===== src/rtl/uart_pkg.sv =====
// Shared types and constants for the UART transmit path.
package uart_pkg;

  typedef enum logic [2:0] {
    ST_IDLE,
    ST_START,
    ST_DATA,
    ST_PARITY,
    ST_STOP
  } state_t;

  localparam int PAR_NONE = 0;
  localparam int PAR_EVEN = 1;
  localparam int PAR_ODD  = 2;

  // 100 MHz system clock at 115200 baud
  localparam int DEFAULT_CLKS_PER_BIT = 868;

endpackage


===== src/rtl/sync_fifo.sv =====
// Single-clock FIFO with show-ahead read data and occupancy count.
// Flags come from the registered count, so a pop never frees a slot for a push in the same cycle.
module sync_fifo #(
  parameter int WIDTH = 8,
  parameter int DEPTH = 16
) (
  input  logic                     clk,
  input  logic                     rst,
  input  logic                     wr_en,
  input  logic [WIDTH-1:0]         wr_data,
  input  logic                     rd_en,
  output logic [WIDTH-1:0]         rd_data,
  output logic [$clog2(DEPTH):0]   count,
  output logic                     full,
  output logic                     empty
);

  localparam int AW = $clog2(DEPTH);

  logic [WIDTH-1:0] mem [DEPTH];
  logic [AW-1:0]    wr_ptr;
  logic [AW-1:0]    rd_ptr;
  logic             do_wr;
  logic             do_rd;

  assign full    = (count == (AW+1)'(DEPTH));
  assign empty   = (count == '0);
  assign do_wr   = wr_en && !full;
  assign do_rd   = rd_en && !empty;
  assign rd_data = mem[rd_ptr];

  // Pointers are exactly AW bits wide, so they wrap modulo DEPTH on their own.
  always_ff @(posedge clk) begin
    if (rst) begin
      wr_ptr <= '0;
      rd_ptr <= '0;
      count  <= '0;
    end else begin
      if (do_wr) wr_ptr <= wr_ptr + 1'b1;
      if (do_rd) rd_ptr <= rd_ptr + 1'b1;
      case ({do_wr, do_rd})
        2'b10:   count <= count + 1'b1;
        2'b01:   count <= count - 1'b1;
        default: count <= count;
      endcase
    end
  end

  always_ff @(posedge clk) begin
    if (do_wr) mem[wr_ptr] <= wr_data;
  end

endmodule


===== src/rtl/uart_tx_fifo.sv =====
// UART transmitter fed by a FIFO; frames leave back-to-back while entries remain.
// state     | meaning
// ST_IDLE   | line high, waiting for a FIFO entry
// ST_START  | start bit (0)
// ST_DATA   | payload, LSB first
// ST_PARITY | parity bit (only when PARITY != PAR_NONE)
// ST_STOP   | stop bit(s), line high
module uart_tx_fifo
  import uart_pkg::*;
#(
  parameter int CLKS_PER_BIT = DEFAULT_CLKS_PER_BIT,
  parameter int DATA_BITS    = 8,
  parameter int PARITY       = PAR_NONE,
  parameter int STOP_BITS    = 1,
  parameter int FIFO_DEPTH   = 16
) (
  input  logic                          clk,
  input  logic                          rst,
  input  logic [DATA_BITS-1:0]          wr_data,
  input  logic                          wr_valid,
  output logic                          wr_ready,
  output logic                          tx,
  output logic                          busy,
  output logic [$clog2(FIFO_DEPTH):0]   fifo_count,
  output logic                          fifo_empty,
  output logic                          fifo_full,
  output logic                          overflow
);

  localparam int            TW        = $clog2(CLKS_PER_BIT);
  localparam logic [TW-1:0] TICK_LAST = TW'(CLKS_PER_BIT - 1);
  localparam logic [2:0]    DATA_LAST = 3'(DATA_BITS - 1);
  localparam logic [2:0]    STOP_LAST = 3'(STOP_BITS - 1);

  state_t                 state;
  logic [TW-1:0]          bit_timer;
  logic [2:0]             bit_idx;
  logic [DATA_BITS-1:0]   shreg;
  logic [DATA_BITS-1:0]   fifo_q;
  logic                   parity_bit;
  logic                   tick_end;
  logic                   frame_end;
  logic                   pop;

  sync_fifo #(
    .WIDTH (DATA_BITS),
    .DEPTH (FIFO_DEPTH)
  ) u_fifo (
    .clk     (clk),
    .rst     (rst),
    .wr_en   (wr_valid),
    .wr_data (wr_data),
    .rd_en   (pop),
    .rd_data (fifo_q),
    .count   (fifo_count),
    .full    (fifo_full),
    .empty   (fifo_empty)
  );

  assign wr_ready  = !fifo_full;
  assign overflow  = wr_valid && fifo_full && !rst;
  assign busy      = (state != ST_IDLE);
  assign tick_end  = (bit_timer == TICK_LAST);
  assign frame_end = (state == ST_STOP) && tick_end && (bit_idx == STOP_LAST);
  // Popping at the end of the last stop bit chains frames with no idle gap.
  assign pop       = !fifo_empty && ((state == ST_IDLE) || frame_end);

  always_ff @(posedge clk) begin
    if (rst) begin
      state      <= ST_IDLE;
      bit_timer  <= '0;
      bit_idx    <= '0;
      shreg      <= '0;
      parity_bit <= 1'b0;
      tx         <= 1'b1;
    end else begin
      if (state == ST_IDLE || tick_end) bit_timer <= '0;
      else                              bit_timer <= bit_timer + 1'b1;

      if (pop) begin
        state      <= ST_START;
        tx         <= 1'b0;
        shreg      <= fifo_q;
        parity_bit <= (^fifo_q) ^ (PARITY == PAR_ODD);
      end else if (tick_end) begin
        case (state)
          ST_START: begin
            state   <= ST_DATA;
            tx      <= shreg[0];
            shreg   <= shreg >> 1;
            bit_idx <= '0;
          end
          ST_DATA: begin
            if (bit_idx == DATA_LAST) begin
              bit_idx <= '0;
              if (PARITY != PAR_NONE) begin
                state <= ST_PARITY;
                tx    <= parity_bit;
              end else begin
                state <= ST_STOP;
                tx    <= 1'b1;
              end
            end else begin
              bit_idx <= bit_idx + 1'b1;
              tx      <= shreg[0];
              shreg   <= shreg >> 1;
            end
          end
          ST_PARITY: begin
            state   <= ST_STOP;
            tx      <= 1'b1;
            bit_idx <= '0;
          end
          ST_STOP: begin
            if (bit_idx == STOP_LAST) state   <= ST_IDLE;
            else                      bit_idx <= bit_idx + 1'b1;
          end
          default: state <= ST_IDLE;
        endcase
      end
    end
  end

endmodule


===== config.mk =====
export PLATFORM = sky130hd
export DESIGN_NAME = uart_tx_fifo
export DESIGN_NICKNAME = d
export VERILOG_FILES = /design/src/rtl/uart_pkg.sv /design/src/rtl/sync_fifo.sv /design/src/rtl/uart_tx_fifo.sv
export SDC_FILE = /design/constraint.sdc
export NUM_CORES = 1
export LEC_CHECK = 0
export ABC_AREA = 1
export CAP_MARGIN = 0
export CORE_MARGIN = 5
export CORE_UTILIZATION = 30
export CTS_CLUSTER_SIZE = 30
export DETAILED_ROUTE_END_ITERATION = 10
export PLACE_DENSITY = 0.48
export SETUP_SLACK_MARGIN = 0.3
export SYNTH_ARGS = -nofsm -noshare
export SYNTH_HDL_FRONTEND = slang
export SYNTH_HIERARCHICAL = 1
export SYNTH_SLANG_ARGS = --single-unit
export TNS_END_PERCENT = 1

===== constraint.sdc =====
create_clock -name clk -period 2.85 [get_ports clk]
set_input_delay 0.57 -clock clk [delete_from_list [all_inputs] [get_ports clk]]
set_output_delay 0.57 -clock clk [all_outputs]
set_load 0.05 [all_outputs]

**After elaboration in Yosys (flattened, before gate mapping)**

Memory sizes are Yosys's and may differ from the RTL's. A register that Yosys moved wholly into a read port is not among the register bits.
Index checks and enable logic that the tools add are counted.

- $add $sub $neg: 6
- Equality and inequality tests: 15
- Multiplexer cells: 21
- Bitwise operators: 1
- Reduce and logical (&&, ||, !) cells: 29

Operator list:

| cell | count |
|---|---|
| $mux 8 | 3 |
| $pmux 8 s2 | 1 |
| $mux 3 | 4 |
| $pmux 3 s4 | 1 |
| $add 10x1->10 const B | 1 |
| $eq 10x10->1 const B | 1 |
| $pmux 5 s2 | 1 |
| $pmux 3 s3 | 1 |
| $reduce_and 3->1 | 3 |
| $reduce_bool 3->1 | 3 |
| $add 4x1->4 const B | 2 |
| $mux 4 | 2 |
| $logic_and 1x1->1 | 7 |
| $mux 1 | 7 |
| $eq 3x2->1 const B | 2 |
| $eq 3x3->1 const B | 2 |
| $logic_not 3->1 | 2 |
| $ne 3x2->1 const B | 2 |
| $reduce_or 2->1 | 3 |
| $add 5x1->5 const B | 1 |
| $eq 5x5->1 const B | 1 |
| $logic_not 5->1 | 1 |
| $sub 5x1->5 const B | 1 |
| $ne 2x2->1 const B | 2 |
| other kinds (14) | 18 |

- Flip-flop bits (word level): 38
- Bits in writable memories: 128
- Bits of input ports: 11
- Output and inout bits: 11
- Logic and storage cells: 82
- Memories: 1

Memory list:

| name | depth | width | rd ports | clocked after Yosys merged registers in | wr ports | RTL line | RTL |
|---|---|---|---|---|---|---|---|
| u_fifo.mem | 16 | 8 | 1 | 1 | 1 | sync_fifo.sv:20 | `logic [WIDTH-1:0] mem [DEPTH];` |

**Longest topological paths before layout**

Gate-level depths: netlist (run 1).

- Depth after elaboration: 8
- Gate-level depth with buffers: 21
- Depth with buffers taken out: 21

**Hierarchy**

Netlist (run 1), hierarchy kept.

Modules (own cells, without submodules):

| module | times used | cells each | area an instance (sq um) | sequential area each (sq um) |
|---|---|---|---|---|
| sync_fifo | 1 | 478 | 6,127.1 | 4,184.0 |
| uart_tx_fifo | 1 | 195 | 1,336.3 | 500.5 |

**Worst setup path after synthesis (run 1)**

OpenSTA, ideal clock, no wires.

- Path kind: register to register
- From: register u_fifo.count[2]
- To: register u_fifo.count[4]
- Library setup time: 0.109 ns
- Data arrival time: 2.962 ns
- Required time: 2.741 ns
- Setup slack: -0.221 ns
- Stages on the path, launching flop included: 20
- Buffers on the path: 0
- Clock period less this slack: 3.071 ns
- Path through: dfxtp_1 nor2_2 nand3_2 inv_1 clkinv_1 nand2_4 inv_1 nand2_4 inv_6 ha_1 xor2_1 ha_1 inv_1 nand2_2 nand2_1 nand2_1 nand2_1 nand3_1 nand2_1 inv_1

- Word-level cells in the longest chain between the ends: 6
- Elaborated cells on any way between the ends: 13
- Those cells by class: 2 x add/sub; 3 x eq/ne; 1 x mux; 7 x reduce/logical

Ends and longest elaborated chain:

| item | RTL line | RTL |
|---|---|---|
| from (decl) | sync_fifo.sv:13 | `output logic [$clog2(DEPTH):0] count,` |
| from (signal assigned) | sync_fifo.sv:42 | `2'b10: count <= count + 1'b1;` |
| from (signal assigned) | sync_fifo.sv:43 | `2'b01: count <= count - 1'b1;` |
| from (signal assigned) | sync_fifo.sv:44 | `default: count <= count;` |
| $logic_not 5->1 (*) | sync_fifo.sv:27 | `assign empty = (count == '0);` |
| named net fifo_empty | uart_tx_fifo.sv:25 | `output logic fifo_empty,` |
| $logic_not 1->1 (*) | uart_tx_fifo.sv:66 | `assign pop = !fifo_empty && ((state == ST_IDLE) \|\| frame_end);` |
| $logic_and 1x1->1 (*) | uart_tx_fifo.sv:66 |  |
| named net pop | uart_tx_fifo.sv:43 | `logic pop;` |
| $logic_and 1x1->1 (*) | sync_fifo.sv:29 | `assign do_rd = rd_en && !empty;` |
| named net u_fifo.do_rd | sync_fifo.sv:24 | `logic do_rd;` |
| $eq 2x1->1 / $eq 2x2->1 (equally long branches) | sync_fifo.sv:41 | `case ({do_wr, do_rd})` |
| $pmux 5 s2 / $reduce_bool 2->1 (equally long branches) | - |  |

The timed path passes the listed nets; every way through them passes the cells marked *.
A chain may end at the register's enable or synchronous reset.

**Final worst setup path (run 1)**

- From: register state[2]
- To: output busy

- Word-level cells in the longest chain between the ends: 1

Ends and longest elaborated chain:

| item | RTL line | RTL |
|---|---|---|
| from (decl) | uart_tx_fifo.sv:35 | `state_t state;` |
| from (signal assigned) | uart_tx_fifo.sv:70 | `state <= ST_IDLE;` |
| from (signal assigned) | uart_tx_fifo.sv:81 | `state <= ST_START;` |
| from (signal assigned) | uart_tx_fifo.sv:88 | `state <= ST_DATA;` |
| $reduce_bool 3->1 | uart_tx_fifo.sv:62 | `assign busy = (state != ST_IDLE);` |
| to (decl) | uart_tx_fifo.sv:23 | `output logic busy,` |

Every way passes these cells.

==> results of run 1 <==
-- flip-flops by register name (all words and copies together), names as in the netlist, named ones only --
signal / cells
bit_timer: 10
u_fifo/count: 5
u_fifo/rd_ptr: 4
bit_idx: 3
tx: 1
u_fifo/mem: 128
shreg: 8
state: 3
u_fifo/wr_ptr: 4
-- layer usage --
layer | vias up | part of all wire | track usage
li1 | 2461 | - | -
met1 | 2410 | 0.45 | 0.149
met2 | 84 | 0.50 | 0.199
met3 | 19 | 0.031 | 0.0248
met4 | 0 | 0.018 | 0.0480
met5 | - | 0 | 0
-- worst min-delay path by stage --
stage                         endpoint  slack (ns)
after floorplan           bit_timer[0]        0.44
after global routing      bit_timer[0]        0.47
after global placement    bit_timer[0]        0.45
final                     bit_timer[0]        0.45
after CTS                 bit_timer[0]        0.49
after detailed placement  bit_timer[0]        0.47
-- synthesized netlist by cell type, types with 2 or more instances --
library cell / number
nand2_4: 4
clkbuf_1: 14
nor4_1: 3
or2_0: 2
nor3_1: 6
nand2_2: 3
o21ai_1: 2
buf_1: 2
dfxtp_1: 42
a211oi_1: 4
inv_1: 83
nand2_1: 66
buf_2: 5
o211ai_1: 32
nand4_1: 4
a21oi_1: 53
inv_2: 2
ha_1: 12
nor2_1: 42
mux2i_1: 32
nor3b_1: 10
edfxtp_1: 128
nor2_2: 2
buf_6: 4
nand3_2: 5
xor2_1: 4
and3_2: 2
nand3_1: 43
o21ai_0: 49
xnor2_1: 2
-- cell type report --
class,count,area (µm²),share of cell area
Multi-Input combinational cell,390,2350,0.266
Inverter,87,340,0.0384
Timing Repair Buffer,52,467,0.0527
Sequential cell,170,4710,0.531
Clock buffer,17,425,0.0480
Clock inverter,15,160,0.0181
Tap cell,324,405,0.0457
-- through the flow --
stage | total power [mW] | hold slack [ns]
after floorplan | 4.59 | 0.441
after global placement | 5.14 | 0.454
after detailed placement | 5.19 | 0.470
after CTS | 7.49 | 0.486
after global routing | 7.87 | 0.467
final | 7.43 | 0.448
-- where the power goes --
part | leakage [nW] | internal, mW | switching [mW]
clock network | 0.281 | 1.24 | 1.00
registers | 1.50 | 2.84 | 0.208
logic | 1.40 | 0.791 | 1.34
-- kinds of logic after synthesis --
family / synth area share
AOI/OAI and AO/OA: 0.110
and+or+nand+nor: 0.129
DFF: 0.628
xor gates and xnor gates: 0.00704
buffers and inverters: 0.0629
muxes: 0.0429
adders and majority gates: 0.0201
-- repair_timing --
item,in CTS,in global routing
resized for setup,5,8
setup buffers,0,2
pin swaps,0,2
hold buffers,0,0
endpoints found under the setup margin,5,6
==> flow_summary.ini, run 1 <==
[clock_network]
cts_root_buffer = clkbuf_16
cts.sink_count = 170
cts.path.max_buffers = 2
clk_transition_reported_paths_ns = 0.06
cts-buffers-inserted = 17
htreeDepth = 4
cts_tree = done
insertion_delay_ns = 0.42

[worst_setup_path]
timing.rr.start = bit_timer[0]
worst_path_required_time_ns = 2.28
crit_type = register to output port
cp_slowest_stage_delay_ns = 0.84
worstSetupStartpoint = state[2]
critical_path_cell_count = 3
timing.critical_path.buf_inv = 2
timing.critical_path.cells = inv_1, nand2_1, clkdlybuf4s50_1
worst_path_dominant_cell_family = buffers and inverters
worst_setup_path_start_kind = register
cp_data_arrival_time_ns = 1.93
worst_r2r_path_depth = 19
critical_path_peak_fanout = 6
reg2reg_slack_ns = 0.39
worstReg2RegEnd = u_fifo/count[4]
worst_path_max_delay_cell = clkdlybuf4s50_1
setup.worst_path.end_class = output port
endpoint = busy

[timing]
hold_violations = 0
final-setup-viol-count = 0
setup_slack_ns = 0.348
post-route-min-period_ns = 2.50
skew_ns = 0.00731
setup-tns-final_ns = 0
slew_viol_final = 0
grt_setup_unrepaired = yes
clock.fmax_ghz = 0.400
worst_slew_pin_slew_ns = 0.722
fin_crit_sh = 0.878
timing.max_slew.rel_slack = 0.518

[floorplanning]
die_height_um = 168
std_cell_rows = 57
floorplan.io_pins = 22
core-area_mm2 = 0.0244
start_util = 0.306
die_x_um = 168
fp.dieArea_mm2 = 0.0281

[placement]
gp_congestion = 0.832
post-place-cells = 1021
io_buffers = 21
pre_cts_slack_ns = 0.165
hpwl_um = 10900
placed_area_mm2 = 0.00821

[synth]
synthesis.nets = 696
postSynthRegisterBits = 170
synth_area_leaders = edfxtp_1, dfxtp_1, mux2i_1
postSynthAreaPerCell_um2 = 11.1
main_synth_ff_type = edfxtp_1
synth_enable_flop_cells = 128
synth-async-reset-ratio = 0
post_synth_num_cell_types = 41
synthesis.area_mm2 = 0.00746
largest_area_contributor_in_the_netlist = edfxtp_1
synth_warnings = 6
netlist.area_leader.share = 0.515
netlist_instances = 673
seq_area_frac_synth = 0.628

[pwr]
power.density_mw_per_mm2 = 838
static-leakage-power_nw = 3.19
max-vdd-ir-drop_mv = 0.367

[hold_path]
worstHoldPathType = register to register
worstHoldPathCells = 1
worstHoldStart = bit_timer[0]

[cells_and_area]
syn_to_final_growth_pct = 18.7
final_cell_mix = edfxtp_1, inv_1, nand2_1
num-nets-final = 741
final_common_cell = edfxtp_1
fin_cells = 1055
n_fill_cell = 2426
n_antenna_cell = 0
finalCoreUtilization = 0.363
layout-drive-gt1-share = 0.141
post-route-cell-area_mm2 = 0.00886

[global_route]
grt_antenna_before_repair = 0
grt_first_pass_wirelength_um = 25900
grt_start_max_net_pins = 59
first_global_vias = 4898
grt_overflow_total = 0
grt_usage = 0.118

[routing]
route.detailed.wl_per_inst_um = 15.4
drt-initial-drc-count = 335
routed-via-count = 4974
drt_pass1_iterations = 4
drt-vias-per-instance = 4.71
ant_nets = 0
detail_route.wirelength_um = 16200
route.detailed.drc = 0

[job]
maxCapViolations = 0

[outcome]
status = finished clean
Power figures use the tool's default switching activity.
==> inputs of run 2 (changes only) <==
--- a/config.mk
+++ b/config.mk
@@ -8,10 +8,11 @@
 export ABC_AREA = 1
 export CAP_MARGIN = 0
 export CORE_MARGIN = 5
-export CORE_UTILIZATION = 30
+export CORE_UTILIZATION = 60
 export CTS_CLUSTER_SIZE = 30
 export DETAILED_ROUTE_END_ITERATION = 10
-export PLACE_DENSITY = 0.48
+export HOLD_SLACK_MARGIN = 0.12
+export PLACE_DENSITY = 0.81
 export SETUP_SLACK_MARGIN = 0.3
 export SYNTH_ARGS = -nofsm -noshare
 export SYNTH_HDL_FRONTEND = slang
==> flow_summary.ini, run 2 (synthesis gave the netlist of run 1 again) <==
[outcome]
status = finished clean

[timing]
slew_viol_final = 0
post-route-min-period_ns = 2.51
worst_slew_pin_slew_ns = 0.610
hold_violations = 0
final-setup-viol-count = 0
grt_setup_unrepaired = yes
setup_slack_ns = 0.336
clock.fmax_ghz = 0.398
fin_crit_sh = 0.882
skew_ns = 0.0141
setup-tns-final_ns = 0
timing.max_slew.rel_slack = 0.593

[hold_path]
worstHoldStart = bit_timer[0]
worstHoldPathCells = 1
worstHoldPathType = register to register
holdPathEnd = bit_timer[0]

[clock_network]
cts_root_buffer = clkbuf_16
insertion_delay_ns = 0.44
cts_tree = done
clk_transition_reported_paths_ns = 0.06
cts-buffers-inserted = 17
htreeDepth = 4
cts.sink_count = 170
cts.path.max_buffers = 2

[worst_setup_path]
crit_type = register to output port
critical_path_peak_fanout = 6
timing.rr.start = bit_timer[0]
worst_setup_path_start_kind = register
setup.worst_path.end_class = output port
worst_path_max_delay_cell = clkdlybuf4s50_1
cp_data_arrival_time_ns = 1.94
cp_slowest_stage_delay_ns = 0.83
worstReg2RegEnd = u_fifo/count[4]
reg2reg_slack_ns = 0.41
worst_r2r_path_depth = 19
worst_path_required_time_ns = 2.28
timing.critical_path.cells = inv_1, nand2_1, clkdlybuf4s50_1

[cells_and_area]
fin_cells = 896
layout-drive-gt1-share = 0.136
top_regs = u_fifo/mem: 128 flops, bit_timer: 10 flops, shreg: 8 flops
final_common_cell = edfxtp_1
num-nets-final = 738
register_ranked_first_by_flip_flop_count = u_fifo/mem
syn_to_final_growth_pct = 15.6
finalCoreUtilization = 0.712
largest_reg_flops = 128
final_cell_mix = edfxtp_1, inv_1, nand2_1
n_antenna_cell = 0

[floorplanning]
die_x_um = 122
std_cell_rows = 40
die_height_um = 122
start_util = 0.616
fp.dieArea_mm2 = 0.0148
core-area_mm2 = 0.0121
floorplan.io_pins = 22

[routing]
ant_nets = 0
route.detailed.wl_per_inst_um = 17.1
route.detailed.drc = 0
routed-via-count = 5211
drt-vias-per-instance = 5.82
drt_pass1_iterations = 6
drt-initial-drc-count = 360
detail_route.wirelength_um = 15300

[job]
maxCapViolations = 0

[placement]
post-place-cells = 860
hpwl_um = 9860
pre_cts_slack_ns = 0.133
io_buffers = 21
gp_congestion = 0.888

[global_route]
grt_antenna_before_repair = 0
gr-usage-met3 = 0.0557
first_global_vias = 5059
use_met2 = 0.372
grt_usage = 0.218
global_route.peak_usage_layer = met2
use_met1 = 0.271
grt_start_max_net_pins = 52
grt_overflow_total = 0
grt_first_pass_wirelength_um = 24800

[pwr]
post-layout-total-power_mw = 7.39
power.density_mw_per_mm2 = 857
max-vdd-ir-drop_mv = 0.649
static-leakage-power_nw = 3.16
[run 2: cell types whose count changed in the layout (fill, tap and decap cells not counted), moves of 2 or more]
cell / delta
buf_4: -3
clkbuf_1: +2
clkinv_2: +2
clkinv_4: -2
[run 2: how the worst max path moves through the flow]
stage,start,end,slack (ns),cells past startpoint
CTS,bit_timer[0],u_fifo/count[4],0.26,19
detailed placement,bit_timer[0],u_fifo/count[4],0.13,19
floorplan,u_fifo/count[4],u_fifo/count[4],0.32,18
global route,bit_idx[0],u_fifo/count[4],0.22,20
global placement,bit_timer[0],u_fifo/count[4],0.31,19
finish,state[2],busy,0.34,3
[run 2: layout make-up]
class	count	area, µm²
Fill cell	848	3490
Timing Repair Buffer	49	444
Inverter	87	340
Clock inverter	13	133
Clock buffer	19	433
Tap cell	168	210
Sequential cell	170	4710
Multi-Input combinational cell	390	2350
[run 2: repair_timing]
action,CTS,global route
setup endpoints to repair,5,6
buffers inserted,0,4
pin swaps,0,2
gates resized for setup,4,9
hold endpoints to repair,0,0
hold buffers,0,0
[run 2: report_power, final]
group | total (mW) | switching [mW] | internal, mW | leakage [nW]
combinational | 2.15 | 1.36 | 0.786 | 1.38
clock | 2.20 | 0.977 | 1.23 | 0.274
sequential | 3.03 | 0.191 | 2.84 | 1.50
total | 7.39 | 2.53 | 4.86 | 3.16
[run 2: stage by stage]
stage / hold slack (ns) / instance area (µm²)
final: 0.449 / 8620
after global routing: 0.477 / 8620
after CTS: 0.488 / 8560
after detailed placement: 0.474 / 7980
after global placement: 0.453 / 7980
after floorplan: 0.441 / 7490
[run 2: routing by layer]
metal	vias to the layer above	wire length, µm
met4	0	344
met5	-	0
met1	2515	6190
met2	208	7830
met3	38	971
li1	2450	-
[run 2: worst max-delay path: cells and delay by family, from the launching register on]
family                 cells  cell delay [ns]
buffers and inverters      2             0.93
flip-flops                 1             0.43
AND/OR/NAND/NOR            1             0.16
